**config.mk**
```make
export PLATFORM = sky130hd
export DESIGN_NAME = mux_rr_arbiter
export DESIGN_NICKNAME = d
export VERILOG_FILES = /design/src/rtl/arb_pkg.sv /design/src/rtl/mux128to1_n.sv /design/src/rtl/rr_pick_next.sv /design/src/rtl/mux_rr_arbiter.sv
export SDC_FILE = /design/constraint.sdc
export NUM_CORES = 1
export LEC_CHECK = 0
export BUFFER_PORTS_ARGS = -buffer_cell sky130_fd_sc_hd__buf_2
export CAP_MARGIN = 20
export CORE_AREA = 2 2 308 310
export CTS_CLUSTER_DIAMETER = 100
export CTS_CLUSTER_SIZE = 24
export DETAILED_ROUTE_END_ITERATION = 12
export DIE_AREA = 0 0 310 312
export HOLD_SLACK_MARGIN = 0.05
export SLEW_MARGIN = 10
export SYNTH_ARGS = -nofsm -noshare
export SYNTH_HDL_FRONTEND = slang
export SYNTH_SLANG_ARGS = --single-unit
```
**constraint.sdc**
```tcl
create_clock -name clk_i -period 8.75 [get_ports clk_i]
set_input_delay 0.875 -clock clk_i [delete_from_list [all_inputs] [get_ports clk_i]]
set_output_delay 0.875 -clock clk_i [all_outputs]
set_load 0.02 [all_outputs]
```
**src/rtl/arb_pkg.sv**
```systemverilog
// ---------------------------------------------------------------------------
// arb_pkg : shared types and default sizes for the round-robin mux arbiter
// Revision: 1.0
// ---------------------------------------------------------------------------
`default_nettype none

package arb_pkg;

  typedef enum logic [0:0] {
    IDLE = 1'b0,
    HOLD = 1'b1
  } state_t;

  localparam int N_DEF  = 128;
  localparam int AW_DEF = 7;

endpackage

`default_nettype wire

```
**src/rtl/mux128to1_n.sv**
```systemverilog
// ---------------------------------------------------------------------------
// mux128to1_n : 128-way combinational word multiplexer, n bits per input
// Revision: 1.0
// ---------------------------------------------------------------------------
`default_nettype none

module mux128to1_n #(
  parameter int n = 4
) (
  input  logic [n-1:0] data_i [0:127],
  input  logic [6:0]   sel_i,
  output logic [n-1:0] data_o
);

  assign data_o = data_i[sel_i];

endmodule

`default_nettype wire

```
**src/rtl/rr_pick_next.sv**
```systemverilog
// ---------------------------------------------------------------------------
// rr_pick_next : combinational round-robin search starting after last_i
// Revision: 1.0
// ---------------------------------------------------------------------------
`default_nettype none

module rr_pick_next #(
  parameter int N  = 128,
  parameter int AW = 7
) (
  input  logic [N-1:0]  req_i,
  input  logic [AW-1:0] last_i,
  input  logic [AW-1:0] mask_idx_i,
  input  logic          mask_en_i,
  output logic [AW-1:0] win_o,
  output logic          found_o
);

  localparam logic [AW:0] N_EXT = (AW+1)'(N);

  logic [N-1:0]   w_masked;
  logic [AW-1:0]  w_start;
  logic [N-1:0]   w_rot;
  logic [AW-1:0]  w_idx;
  logic [AW:0]    w_sum;

  assign w_masked = req_i & ~(mask_en_i ? (N'(1) << mask_idx_i) : '0);
  assign w_start  = (last_i == AW'(N - 1)) ? '0 : last_i + AW'(1);

  // Bit 0 of the rotated vector is the request at index w_start.
  assign w_rot = N'({w_masked, w_masked} >> w_start);

  always_comb begin
    found_o = 1'b0;
    w_idx   = '0;
    for (int i = N - 1; i >= 0; i--) begin
      if (w_rot[i]) begin
        found_o = 1'b1;
        w_idx   = AW'(i);
      end
    end
  end

  assign w_sum = {1'b0, w_start} + {1'b0, w_idx};
  assign win_o = (w_sum >= N_EXT) ? AW'(w_sum - N_EXT) : AW'(w_sum);

endmodule

`default_nettype wire

```
**src/rtl/mux_rr_arbiter.sv**
```systemverilog
// ---------------------------------------------------------------------------
// mux_rr_arbiter : round-robin arbiter sharing one mux read port, with a
//                  valid/ready output holding stage and per-source ack
// Revision: 1.0
// ---------------------------------------------------------------------------
`default_nettype none

module mux_rr_arbiter
  import arb_pkg::*;
#(
  parameter int N  = N_DEF,
  parameter int n  = 4,
  parameter int AW = AW_DEF
) (
  input  logic          clk_i,
  input  logic          rst_i,
  input  logic [N-1:0]  req_i,
  input  logic [n-1:0]  data_i [0:N-1],
  output logic [AW-1:0] sel_o,
  output logic          valid_o,
  input  logic          ready_i,
  output logic [n-1:0]  data_o,
  output logic [N-1:0]  ack_o
);

  localparam logic [0:0] S_IDLE = IDLE;
  localparam logic [0:0] S_HOLD = HOLD;

  logic [0:0]    state_q, state_d;
  logic [AW-1:0] sel_q, sel_d;
  logic [AW-1:0] last_q, last_d;
  logic [n-1:0]  data_q, data_d;

  logic          w_hs;
  logic [AW-1:0] w_win;
  logic          w_found;
  logic [n-1:0]  w_mux;

  assign w_hs = (state_q == S_HOLD) && ready_i;

  // The just-accepted winner is masked so a requester that has not yet
  // dropped req_i after its ack cannot be granted twice in a row.
  rr_pick_next #(
    .N  (N),
    .AW (AW)
  ) u_pick (
    .req_i      (req_i),
    .last_i     (last_q),
    .mask_idx_i (sel_q),
    .mask_en_i  (w_hs),
    .win_o      (w_win),
    .found_o    (w_found)
  );

  generate
    if (N == 128) begin : g_mux
      mux128to1_n #(
        .n (n)
      ) u_mux (
        .data_i (data_i),
        .sel_i  (w_win),
        .data_o (w_mux)
      );
    end else begin : g_direct
      assign w_mux = data_i[w_win];
    end
  endgenerate

  always_comb begin
    state_d = state_q;
    sel_d   = sel_q;
    last_d  = last_q;
    data_d  = data_q;
    case (state_q)
      S_IDLE: begin
        if (w_found) begin
          state_d = S_HOLD;
          sel_d   = w_win;
          last_d  = w_win;
          data_d  = w_mux;
        end
      end
      S_HOLD: begin
        if (ready_i) begin
          if (w_found) begin
            sel_d  = w_win;
            last_d = w_win;
            data_d = w_mux;
          end else begin
            state_d = S_IDLE;
          end
        end
      end
      default: state_d = S_IDLE;
    endcase
  end

  always_ff @(posedge clk_i or posedge rst_i) begin
    if (rst_i) begin
      state_q <= S_IDLE;
      sel_q   <= '0;
      last_q  <= AW'(N - 1);
      data_q  <= '0;
    end else begin
      state_q <= state_d;
      sel_q   <= sel_d;
      last_q  <= last_d;
      data_q  <= data_d;
    end
  end

  always_comb begin
    ack_o = '0;
    if (w_hs) ack_o[sel_q] = 1'b1;
  end

  assign valid_o = (state_q == S_HOLD);
  assign sel_o   = sel_q;
  assign data_o  = data_q;

endmodule

`default_nettype wire

```
==> results list <==
- Outcome: complete, no violations
- Once the floorplan was initialized, standard cells occupied 24.7% of the core.
- Fraction of the yosys area taken by sequential cells: 2.10%
- The number of hold buffers added after CTS was 0.
- Worst EP required: 8.89 ns
- Routed WL per cell: 36.5 um
- Fraction of synthesized area in multiplexers: 32.0%
* Post-route core utilization: 43.4%
- Mean cell area of the mapped netlist: 7.76 sq um
- Max-cap violations: 0
- Clk slew on worst S/H paths: 0.06 ns
- Number of CTS-inserted buffers: 3
* EDFF count, synth: 0
- STA puts the critical path data arrival time at 8.88 ns.
* Class of the tightest hold or removal check: reg2reg
* Cell at the root of the clock tree: sky130_fd_sc_hd__clkbuf_16
- When the netlist entered floorplanning its net count stood at 3617.
- Leading area contributor after synthesis: sky130_fd_sc_hd__mux4_2
- In the global route stage, overall resource usage came out at 43.5%.
- For this design the top-level I/O count stands at 783.
- Dividing the detail-routed via count by the number of cells gives 6.33.
* Synth cell types: 104
* Maximum net fanout on the critical path: 14
* Slew Viols, Final: 0
* Initial antenna violation count: 53
- Summed over all nets, the half-perimeter wirelength after detailed placement is 192000 um.
- Die Outline Area: 96700 sq um
* Worst slew margin relative to its limit: 32.7%
- Kind of end point of the critical path: register
- On the critical path, the stage with the largest delay is an instance of sky130_fd_sc_hd__fa_4.
* Fillcell total: 9608
* Routed wire length: 222000 um
- Final period utilization: 99.9%
- First-pass GRT wire length: 296000 um
- Synthesized-area fraction occupied by ao, oa, aoi and oai cells: 35.1%
- The number of global-route vias before repair is 35955.
- The most common cell in the synthesized netlist is sky130_fd_sc_hd__nor3_1.
- From left edge to right edge, the die measures 310 um.
* Post-route ant nets: 0
* Post-synth top area share: 24.5%
* DR iter-0 viols: 5548
- The final route contains 38523 vias.
- Total overflow reported by the global router: 0
- First drt pass iteration count: 9
- Flop2flop setup slack: 0.07 ns
* Critical path start-end classification: in2reg
* Fraction of registers with async set or reset after synthesis: 100%
- CTS H-Tree Depth: 1
- Input and output buffers added on the ports amount to 782.
- Number of DRC violations after detailed routing: 0
- Among all flip-flop cells after synthesis, the most frequent one is sky130_fd_sc_hd__dfrtp_1.
- Summing the areas of all xor and xnor instances in the mapped netlist gives 0.490% of the synthesized area.
- Cell with the most instances on the worst path: sky130_fd_sc_hd__buf_4
- TritonCTS built the clock tree.
* Final hold violation count: 0
* Most frequent cells after synthesis: 301 x sky130_fd_sc_hd__nor3_1, 274 x sky130_fd_sc_hd__nor2_1, 250 x sky130_fd_sc_hd__mux4_2, 184 x sky130_fd_sc_hd__nand2_1, 182 x sky130_fd_sc_hd__clkbuf_1
- The longest clock path from root to sink contains 2 buffers.
- For this run, the slowest stage of the critical path takes 0.84 ns.
- Placeable core region: 93000 sq um
* Clock sinks: 19
- In the final layout, the share of cells above drive strength 1 is 58.4%.
- The net count of the finished layout is 5458.
- From bottom edge to top edge, the die measures 312 um.
* Setup clock skew after layout: 0.00662 ns
- Setup violations remaining at the end of the flow were counted as 0.
- Entering global routing, the biggest net connects 137 pins.
* Synthesized instance count: 2966
- Relative to the synthesized area, the layout overhead comes to 75.6%.
- Clk_lat worst skew: 0.25 ns
* Leading post-synthesis cells by cell area: sky130_fd_sc_hd__mux4_2 24%, sky130_fd_sc_hd__nor3_1 6.5%, sky130_fd_sc_hd__o31ai_1 4.9%
* Worst setup SP type: input port
* RSZ-0062 raised after global routing: yes
- In this run the cell area of the synthesized design comes to 23000 sq um.
* Maximum clock frequency: 0.114 GHz
- Standard-cell row count: 112
- Synthesis Warnings: 0
- The synthesized netlist devotes 0.468% of its cell area to adder and majority cells.
- Seq cells post-synth: 19
- Final RePlAce weighted congestion: 1.07
- Final critical-path required period: 8.74 ns
* Slew at the pin closest to its max-slew limit: 1.01 ns
- By area, the combinational part of the netlist is dominated by compound AO/OA/AOI/OAI gates.
* Post-synthesis simple-gate area fraction: 23.1%
registers in the layout (all words and copies together) (netlist names):
signal and cells:
data_o 4, sel_o 7, last_q 7, valid_o 1
layer usage:
layer | GRT usage (%) | share of wire [%] | routed length [um]
met5 | 0 | 0.031 | 68
met4 | 20.6 | 6.3 | 14100
met3 | 10.1 | 11 | 23800
met2 | 63.3 | 41 | 91800
met1 | 60.3 | 42 | 92200
through the flow:
step / area (sq um) / setup TNS [ns] / setup WS (ns) / hold slack, ns / cells
4_1_cts: 38800 / 0 / 0.0169 / 0.652 / 6030
3_5_place_dp: 38300 / -4.32 / -1.19 / 0.643 / 6016
3_3_place_gp: 38300 / -4.01 / -1.15 / 0.628 / 6016
6_report: 40400 / 0 / 0.0102 / 0.649 / 6086
2_1_floorplan: 23000 / 0 / 0.123 / 0.465 / 2966
5_1_grt: 40400 / -0.361 / -0.117 / 0.673 / 6074
cell type report:
class	instances	area, sq um	area share, %
multi-input combinational	2584	22500	55.7
timing repair buffer	2164	15600	38.5
tap	1254	1570	3.88
sequential	19	485	1.20
inverter	35	138	0.341
clock buffer	4	78.8	0.195
antenna	26	65.1	0.161
repair_timing:
item	4_1_cts	5_1_grt
setup endpoints to repair	4	4
endpoints found under the hold margin	0	0
buffers inserted	7	24
cloned	3	7
pin swaps	7	40
gates resized for setup	63	220
kinds of logic (layout without fill, tap and decap cells):
group	after synthesis	after routing
xor+xnor	12	12
simple gates	1079	1079
flops	19	19
buf+inv	363	2203
other cells	0	26
mux	415	415
compound gates	1070	1070
fa+ha+maj	8	8
layout by cell type (no fill, tap or decap), types with 22 or more instances in the layout:
master / synthesis / routed
sky130_fd_sc_hd__mux4_2: 250 / 250
sky130_fd_sc_hd__o31ai_1: 149 / 103
sky130_fd_sc_hd__o21ai_0: 81 / 71
sky130_fd_sc_hd__nor3_2: 1 / 41
sky130_fd_sc_hd__o22ai_1: 110 / 102
sky130_fd_sc_hd__inv_1: 33 / 29
sky130_fd_sc_hd__a21oi_1: 100 / 93
sky130_fd_sc_hd__nand3_1: 59 / 57
sky130_fd_sc_hd__nor2b_1: 23 / 22
sky130_fd_sc_hd__or2_2: 22 / 23
sky130_fd_sc_hd__o31ai_2: 14 / 43
sky130_fd_sc_hd__buf_4: 4 / 1279
sky130_fd_sc_hd__o221ai_1: 31 / 24
sky130_fd_sc_hd__or3_1: 41 / 32
sky130_fd_sc_hd__o211ai_1: 62 / 62
sky130_fd_sc_hd__o31a_1: 73 / 73
sky130_fd_sc_hd__a211oi_1: 83 / 63
sky130_fd_sc_hd__mux2i_1: 108 / 96
sky130_fd_sc_hd__diode_2: 0 / 26
sky130_fd_sc_hd__buf_12: 0 / 80
sky130_fd_sc_hd__a31oi_1: 31 / 27
sky130_fd_sc_hd__nand2_1: 184 / 182
sky130_fd_sc_hd__a22oi_1: 56 / 49
sky130_fd_sc_hd__mux2_2: 47 / 46
sky130_fd_sc_hd__nor4_1: 57 / 47
sky130_fd_sc_hd__buf_2: 71 / 782
sky130_fd_sc_hd__nor3_1: 301 / 259
sky130_fd_sc_hd__nor2_1: 274 / 261
worst max-delay path, delay by kind of cell:
family,cells,cell delay [ns]
AOI/OAI and AO/OA,9,2.02
buffers and inverters,12,1.89
muxes,5,1.80
and+or+nand+nor,6,1.20
adders and majority gates,2,1.02
final timing paths:
path | startpoint | endpoint | cells after the start
max | ready_i | data_o[2] | 34
min | last_q[1] | last_q[1] | 3
max reg2reg | sel_o[0] | data_o[2] | 33
min reg2reg | last_q[1] | last_q[1] | 3
max in group asynchronous | rst_i | last_q[4] | 3
min in group asynchronous | rst_i | sel_o[6] | 3
Power is not shown: default switching activity piles up to over one toggle a cycle in this logic, so the estimate is an artifact.
